==> config.mk <==
export PLATFORM = sky130hd
export DESIGN_NAME = layer_scheduler
export DESIGN_NICKNAME = d
export VERILOG_FILES = /design/src/rtl/layer_scheduler.sv
export SDC_FILE = /design/constraint.sdc
export NUM_CORES = 1
export LEC_CHECK = 0
export BUFFER_PORTS_ARGS = -buffer_cell sky130_fd_sc_hd__buf_2
export CAP_MARGIN = 10
export CORE_UTILIZATION = 35
export DETAILED_ROUTE_END_ITERATION = 7
export PLACE_DENSITY = 0.52
export SLEW_MARGIN = 30
export SYNTH_ARGS = -nofsm -noshare
export SYNTH_HDL_FRONTEND = slang
export SYNTH_SLANG_ARGS = --single-unit
==> constraint.sdc <==
create_clock -name clk -period 2.1 [get_ports clk]
set_clock_uncertainty 0.05 [all_clocks]
set_input_delay 0.63 -clock clk [delete_from_list [all_inputs] [get_ports clk]]
set_output_delay 0.63 -clock clk [all_outputs]
set_load 0.1 [all_outputs]
==> src/rtl/layer_scheduler.sv <==
// layer_scheduler
//   Sequences the convolution engines one layer at a time: a one-cycle
//   engine clear, then for each layer raise its enable, wait for the rising
//   edge of that engine's valid, drop the enable and hold a drain gap so the
//   last SRAM writes land. The SRAM ping-pong select flips at every layer
//   boundary.
//
//   Optional feature macro: LAYER_TIMEOUT_EN
//     Adds a per-layer watchdog (TIMEOUT_CYCLES) and the ERR state. Without
//     it the TIMEOUT_CYCLES parameter does not exist, error is tied to 0 and
//     RUN waits indefinitely.
//
// Ports
//   clk, rst_n    clock, async active-low reset
//   start         one-cycle request to run the layer chain (IDLE/ERR only)
//   abort         synchronous return to IDLE, highest priority
//   layer_valid   per-engine done level
//   layer_enable  per-engine enable, one-hot or zero
//   eng_rst_n     engine clear, active-low, low for the single CLR cycle
//   src_sel       0: read A / write B, 1: read B / write A
//   layer_idx     current or most recent layer
//   busy          high from CLR through DONE
//   done          one-cycle completion pulse
//   error         sticky watchdog flag
//   All outputs are registered.
module layer_scheduler #(
    parameter int NUM_LAYERS = 3,
    parameter int GAP_CYCLES = 4
`ifdef LAYER_TIMEOUT_EN
    , parameter logic [15:0] TIMEOUT_CYCLES = 16'd4000
`endif
) (
    input  logic                  clk,
    input  logic                  rst_n,
    input  logic                  start,
    input  logic                  abort,
    input  logic [NUM_LAYERS-1:0] layer_valid,
    output logic [NUM_LAYERS-1:0] layer_enable,
    output logic                  eng_rst_n,
    output logic                  src_sel,
    output logic [1:0]            layer_idx,
    output logic                  busy,
    output logic                  done,
    output logic                  error
);

    localparam logic [1:0] LAST_IDX = 2'(NUM_LAYERS - 1);
    localparam logic [7:0] GAP_LOAD = 8'(GAP_CYCLES - 1);

    typedef enum logic [2:0] {
        S_IDLE, S_CLR, S_RUN, S_DRAIN, S_DONE
`ifdef LAYER_TIMEOUT_EN
        , S_ERR
`endif
    } state_t;

    state_t                  state, state_nxt;
    logic                    v_d, v_d_nxt;
    logic [7:0]              gap, gap_nxt;
    logic [1:0]              idx_nxt;
    logic                    src_nxt;
    logic [NUM_LAYERS-1:0]   en_nxt;
    logic                    erst_nxt, busy_nxt, done_nxt;
    logic                    v_edge;

    assign v_edge = layer_valid[layer_idx] & ~v_d;

`ifdef LAYER_TIMEOUT_EN
    logic [15:0] wd_cnt, wd_nxt;
    logic        err_nxt;
    logic        wd_hit;
    assign wd_hit = (wd_cnt == TIMEOUT_CYCLES - 16'd1);
`else
    assign error = 1'b0;
`endif

    // State and output registers
    always_ff @(posedge clk or negedge rst_n) begin
        if (!rst_n) begin
            state        <= S_IDLE;
            v_d          <= 1'b0;
            gap          <= '0;
            layer_idx    <= '0;
            src_sel      <= 1'b0;
            layer_enable <= '0;
            eng_rst_n    <= 1'b1;
            busy         <= 1'b0;
            done         <= 1'b0;
`ifdef LAYER_TIMEOUT_EN
            wd_cnt       <= '0;
            error        <= 1'b0;
`endif
        end else begin
            state        <= state_nxt;
            v_d          <= v_d_nxt;
            gap          <= gap_nxt;
            layer_idx    <= idx_nxt;
            src_sel      <= src_nxt;
            layer_enable <= en_nxt;
            eng_rst_n    <= erst_nxt;
            busy         <= busy_nxt;
            done         <= done_nxt;
`ifdef LAYER_TIMEOUT_EN
            wd_cnt       <= wd_nxt;
            error        <= err_nxt;
`endif
        end
    end

    // Next-state logic; abort wins over start and over a valid edge
    always_comb begin
        state_nxt = state;
        if (abort) begin
            state_nxt = S_IDLE;
        end else begin
            case (state)
                S_IDLE:  if (start) state_nxt = S_CLR;
                S_CLR:   state_nxt = S_RUN;
                S_RUN: begin
                    if (v_edge) state_nxt = S_DRAIN;
`ifdef LAYER_TIMEOUT_EN
                    else if (wd_hit) state_nxt = S_ERR;
`endif
                end
                S_DRAIN: if (gap == 8'd0) state_nxt = (layer_idx == LAST_IDX) ? S_DONE : S_RUN;
                S_DONE:  state_nxt = S_IDLE;
`ifdef LAYER_TIMEOUT_EN
                S_ERR:   if (start) state_nxt = S_CLR;
`endif
                default: state_nxt = S_IDLE;
            endcase
        end
    end

    // Next values of the registered outputs, decoded from the transition
    always_comb begin
        idx_nxt = layer_idx;
        src_nxt = src_sel;
        gap_nxt = gap;
        if (state_nxt == S_CLR) begin
            idx_nxt = '0;
            src_nxt = 1'b0;
        end else if (state == S_DRAIN && state_nxt == S_RUN) begin
            idx_nxt = layer_idx + 2'd1;
            src_nxt = ~src_sel;
        end

        if (state == S_RUN && state_nxt == S_DRAIN)
            gap_nxt = GAP_LOAD;
        else if (state == S_DRAIN && gap != 8'd0)
            gap_nxt = gap - 8'd1;

        // v_d always holds the previous sample of the bit for the layer that
        // will be running, so a bit already high on RUN entry forms no edge.
        en_nxt  = '0;
        v_d_nxt = 1'b0;
        if (state_nxt == S_RUN) begin
            en_nxt[idx_nxt] = 1'b1;
            v_d_nxt         = layer_valid[idx_nxt];
        end

        erst_nxt = (state_nxt != S_CLR);
        busy_nxt = (state_nxt == S_CLR) || (state_nxt == S_RUN) ||
                   (state_nxt == S_DRAIN) || (state_nxt == S_DONE);
        done_nxt = (state_nxt == S_DONE);
`ifdef LAYER_TIMEOUT_EN
        err_nxt  = (state_nxt == S_ERR);
        wd_nxt   = (state == S_RUN && state_nxt == S_RUN) ? wd_cnt + 16'd1 : 16'd0;
`endif
    end

endmodule

==> impl_results.html <==
<table>
<tr><th>Metric</th><th>Value</th></tr>
<tr><th colspan="2">Clock tree</th></tr>
<tr><td>CTS sink cnt</td><td>21</td></tr>
<tr><td>Maximum level of the CTS H-tree</td><td>1</td></tr>
<tr><td>Clock tree from TritonCTS</td><td>built</td></tr>
<tr><td>Clock latency of the later-clocked register in the worst-skew pair</td><td>0.31 ns</td></tr>
<tr><td>Cts-stage hold buffer count</td><td>0</td></tr>
<tr><td>Deepest clock path buffer count</td><td>2</td></tr>
<tr><td>Clock tree root buffer cell</td><td>clkbuf_4</td></tr>
<tr><td>Number of resized instances in the post-cts repair step</td><td>0</td></tr>
<tr><td>Setup Buffers After CTS</td><td>0</td></tr>
<tr><td>Clock slew at the register clock pins of the worst setup and hold paths</td><td>0.12 ns</td></tr>
<tr><td>Total CTS buffers</td><td>3</td></tr>
<tr><th colspan="2">Synthesis</th></tr>
<tr><td>Mapped Area</td><td>1212 um2</td></tr>
<tr><td>Cell with the most instances after synthesis</td><td>dfrtp_1</td></tr>
<tr><td>Post-synthesis share of cell area spent on full adders, half adders and majority gates</td><td>0.03096</td></tr>
<tr><td>Cell type with the largest total area after synthesis</td><td>dfrtp_1</td></tr>
<tr><td>Number of nets in the synthesized netlist</td><td>138</td></tr>
<tr><td>Portion of netlist area occupied by mux cells</td><td>0.01651</td></tr>
<tr><td>Dominant cells by area after synthesis</td><td>dfrtp_1 41%, a21oi_1 5.4%, nor3_1 3.3%</td></tr>
<tr><td>Post-synthesis share of cell area spent on and, or, nand and nor gates</td><td>0.2322</td></tr>
<tr><td>Largest family of logic cells by synthesized area</td><td>simple AND/OR/NAND/NOR gates</td></tr>
<tr><td>Register bit total from synthesis</td><td>21</td></tr>
<tr><td>Count of flip-flops with a built-in enable after synthesis</td><td>0</td></tr>
<tr><td>Portion of synthesized cell area occupied by the leading cell type</td><td>0.4128</td></tr>
<tr><td>Most common library cells after synthesis</td><td>20 x dfrtp_1, 13 x a21oi_1, 10 x inv_1, 10 x nor2_1, 8 x nor3_1</td></tr>
<tr><td>Synthesis Warnings</td><td>0</td></tr>
<tr><td>Syn avg cell area</td><td>9.472 um2</td></tr>
<tr><td>Leading register cell type out of synthesis</td><td>dfrtp_1</td></tr>
<tr><td>Area fraction in compound gates after synthesis</td><td>0.1816</td></tr>
<tr><td>Sequential share of the synthesized area</td><td>0.4345</td></tr>
<tr><td>Synthesized-area fraction occupied by xor and xnor cells</td><td>0.04334</td></tr>
<tr><td>Yosys cell types</td><td>45</td></tr>
<tr><td>Number of instances in the synthesized netlist</td><td>128</td></tr>
<tr><td>Post-synthesis async set-or-reset flop share</td><td>1.000</td></tr>
<tr><th colspan="2">Route</th></tr>
<tr><td>Final routed DRC violation total</td><td>0</td></tr>
<tr><td>Vias after detailed routing</td><td>989</td></tr>
<tr><td>Average wire length per cell after detail routing</td><td>12.88 um</td></tr>
<tr><td>Drt via density</td><td>5.178</td></tr>
<tr><td>DRC marker count from the first detailed-route iteration</td><td>25</td></tr>
<tr><td>Number of detailed-routing iterations run before antenna repair</td><td>4</td></tr>
<tr><td>Final routed wirelength across all metal layers</td><td>2460 um</td></tr>
<tr><td>Residual antenna-violating net count after detailed routing</td><td>0</td></tr>
<tr><th colspan="2">Critical path</th></tr>
<tr><td>Kind of end point of the critical path</td><td>flip-flop</td></tr>
<tr><td>Critical Path RT</td><td>2.25 ns</td></tr>
<tr><td>Worst path buffer plus inverter count</td><td>1</td></tr>
<tr><td>Element type at the critical path start</td><td>flip-flop</td></tr>
<tr><td>Reg2Reg Depth</td><td>6</td></tr>
<tr><td>R2r setup slk</td><td>0.09 ns</td></tr>
<tr><td>Crit path max-delay cell type</td><td>or4b_4</td></tr>
<tr><td>Cell breakdown of the critical path</td><td>inv_1, ha_4, or4b_4, o21ai_4, o21ai_4, a221o_1</td></tr>
<tr><td>Reg-to-reg startpoint</td><td>gap[0]</td></tr>
<tr><td>Crit path DAT</td><td>2.17 ns</td></tr>
<tr><td>Worst stage delay on the critical path</td><td>0.51 ns</td></tr>
<tr><td>Most frequent cell on the critical path</td><td>o21ai_4</td></tr>
<tr><td>Cell family with the largest share of critical-path delay</td><td>compound AO/OA/AOI/OAI gates</td></tr>
<tr><td>Terminus of the critical flop-to-flop path</td><td>gap[1]</td></tr>
<tr><td>Critical setup path kind</td><td>reg2reg</td></tr>
<tr><td>Maximum fanout count along the critical path</td><td>9</td></tr>
<tr><th colspan="2">Die</th></tr>
<tr><td>Row cnt</td><td>21</td></tr>
<tr><td>Die Wd</td><td>60.86 um</td></tr>
<tr><td>Core area</td><td>3337 um2</td></tr>
<tr><td>Number of top-level pins</td><td>17</td></tr>
<tr><td>Die height</td><td>60.86 um</td></tr>
<tr><td>Die Outline Area</td><td>3703 um2</td></tr>
<tr><td>Starting density of the core</td><td>0.3633</td></tr>
<tr><th colspan="2">Layout</th></tr>
<tr><td>Area growth from synthesis to layout</td><td>14.34%</td></tr>
<tr><td>Proportion of layout cells with a drive suffix above 1</td><td>0.2207</td></tr>
<tr><td>Post-Layout Cell Count</td><td>191</td></tr>
<tr><td>Layout Cell Area excl Fill</td><td>1386 um2</td></tr>
<tr><td>NumNets Final</td><td>156</td></tr>
<tr><td>Final antenna diode count</td><td>0</td></tr>
<tr><td>Flip-flop and latch area</td><td>531.8 um2</td></tr>
<tr><td>Fillcell total</td><td>351</td></tr>
<tr><td>Multi-input logic area</td><td>628.1 um2</td></tr>
<tr><td>Final Util</td><td>0.4154</td></tr>
<tr><th colspan="2">Place</th></tr>
<tr><td>Count of buffers inserted at the top-level ports</td><td>15</td></tr>
<tr><td>Number of placed instances with taps included</td><td>187</td></tr>
<tr><td>GP Congestion</td><td>0.8365</td></tr>
<tr><td>Placed standard-cell area</td><td>1348 um2</td></tr>
<tr><td>Half-perimeter wire length after detailed placement</td><td>1879 um</td></tr>
<tr><th colspan="2">Timing</th></tr>
<tr><td>Total setup violations reported at the end of the flow</td><td>0</td></tr>
<tr><td>Final hold violation count</td><td>0</td></tr>
<tr><td>Period minus WS final</td><td>2.010 ns</td></tr>
<tr><td>Tcrit/Tclk final</td><td>0.9573</td></tr>
<tr><td>Unrepaired setup endpoints after global routing</td><td>no</td></tr>
<tr><td>Fmax achieved</td><td>497.4 MHz</td></tr>
<tr><td>Final slew viol count</td><td>0</td></tr>
<tr><td>Accumulated negative setup slack</td><td>0 ns</td></tr>
<tr><th colspan="2">Global route</th></tr>
<tr><td>Vias in the first global route</td><td>847</td></tr>
<tr><td>Total Routing Usage GR</td><td>0.1514</td></tr>
<tr><td>Largest net degree at the start of global routing</td><td>22</td></tr>
<tr><td>Wire length of the first global-routing pass</td><td>4043 um</td></tr>
<tr><td>Aggregate global routing overflow</td><td>0</td></tr>
<tr><td>Number of antenna violations at the first check in global routing</td><td>0</td></tr>
<tr><th colspan="2">Flow run</th></tr>
<tr><td>Number of max-cap violations</td><td>0</td></tr>
<tr><th colspan="2">Worst hold path</th></tr>
<tr><td>Hold/Removal Path Class</td><td>in2async</td></tr>
<tr><th colspan="2">Run status</th></tr>
<tr><td>Result of the run</td><td>complete, no violations</td></tr>
<tr><th colspan="2">Power and ir drop</th></tr>
<tr><td>Leak</td><td>0.6335 nW</td></tr>
<tr><td>Worst IR drop on VDD</td><td>0.0003375 V</td></tr>
<tr><td>P per Cell Area</td><td>905.3 nW/um2</td></tr>
</table>
## layer usage
metal / routed length [um] / vias to the layer above / track usage
li1: - / 490 / -
met2: 1106 / 21 / 0.2245
met3: 88 / 5 / 0.02345
met4: 44 / 0 / 0.06818
met5: 0 / - / 0
met1: 1220 / 473 / 0.2168
## how the worst max path moves through the flow
stage / end / startpoint / slack, ns / cells past startpoint
after global routing: gap[1] / gap[0] / 0.01 / 6
after global placement: gap[1] / gap[0] / 0.12 / 6
final: gap[1] / gap[0] / 0.09 / 6
after CTS: gap[1] / gap[0] / 0.04 / 6
after floorplan: layer_enable[1] / layer_idx[0] / 0.08 / 7
after detailed placement: gap[1] / gap[0] / 0.06 / 6
## cells by family after synthesis
group / after synthesis
mux: 2
flops: 21
fa+ha+maj: 3
buf+inv: 16
other cells: 1
simple gates: 49
xor+xnor: 6
compound gates: 30
## power by group
group	internal (mW)	switching, mW	total, mW
sequential	0.489	0.0926	0.582
combinational	0.190	0.286	0.476
clock	0.0742	0.123	0.198
## worst reg2reg max path, delay by kind of cell (launching register included)
kind / cells / cell delay [ns]
AOI/OAI and AO/OA: 3 / 0.62
and+or+nand+nor: 1 / 0.51
buffers and inverters: 1 / 0.15
DFF: 1 / 0.41
adders and majority gates: 1 / 0.18
## cells in the final DEF (no fill, tap or decap), types with 2 or more instances in the layout
master	netlist	final
and3b_1	2	2
xnor2_1	3	3
nand4_1	2	2
buf_2	2	15
xor2_1	3	3
a21oi_1	13	13
or3_1	3	3
o21ai_4	2	2
a22oi_1	2	2
mux2i_1	2	2
nand3b_1	3	3
inv_1	10	10
buf_4	2	4
nand3_1	4	4
nor2_1	10	10
nor3_1	8	8
dfrtp_1	20	18
clkbuf_4	0	3
ha_1	3	2
nand2_1	5	5
o211ai_1	3	3
## metrics by stage
step	setup WS (ns)	power (mW)	hold WS, ns
2_1_floorplan	0.08081	0.9336	0.2844
3_3_place_gp	0.1241	1.036	0.5148
3_5_place_dp	0.06229	1.043	0.5103
4_1_cts	0.04151	1.243	0.2202
5_1_grt	0.01431	1.356	0.2321
6_report	0.08968	1.255	0.2024
## flip-flops by register name (all words and copies together) (netlist names)
name,count
gap,8
eng_rst_n,1
layer_enable,3
v_d,1
state,3
layer_idx,2
src_sel,1
done,1
busy,1
## area by class of cell
type | instances | share of cell area
Multi-Input combinational cell | 91 | 0.4531
Sequential cell | 21 | 0.3836
Timing Repair Buffer | 19 | 0.07581
Tap cell | 46 | 0.04152
Inverter | 10 | 0.02708
Clock buffer | 4 | 0.01895
Power figures use the tool's default switching activity.
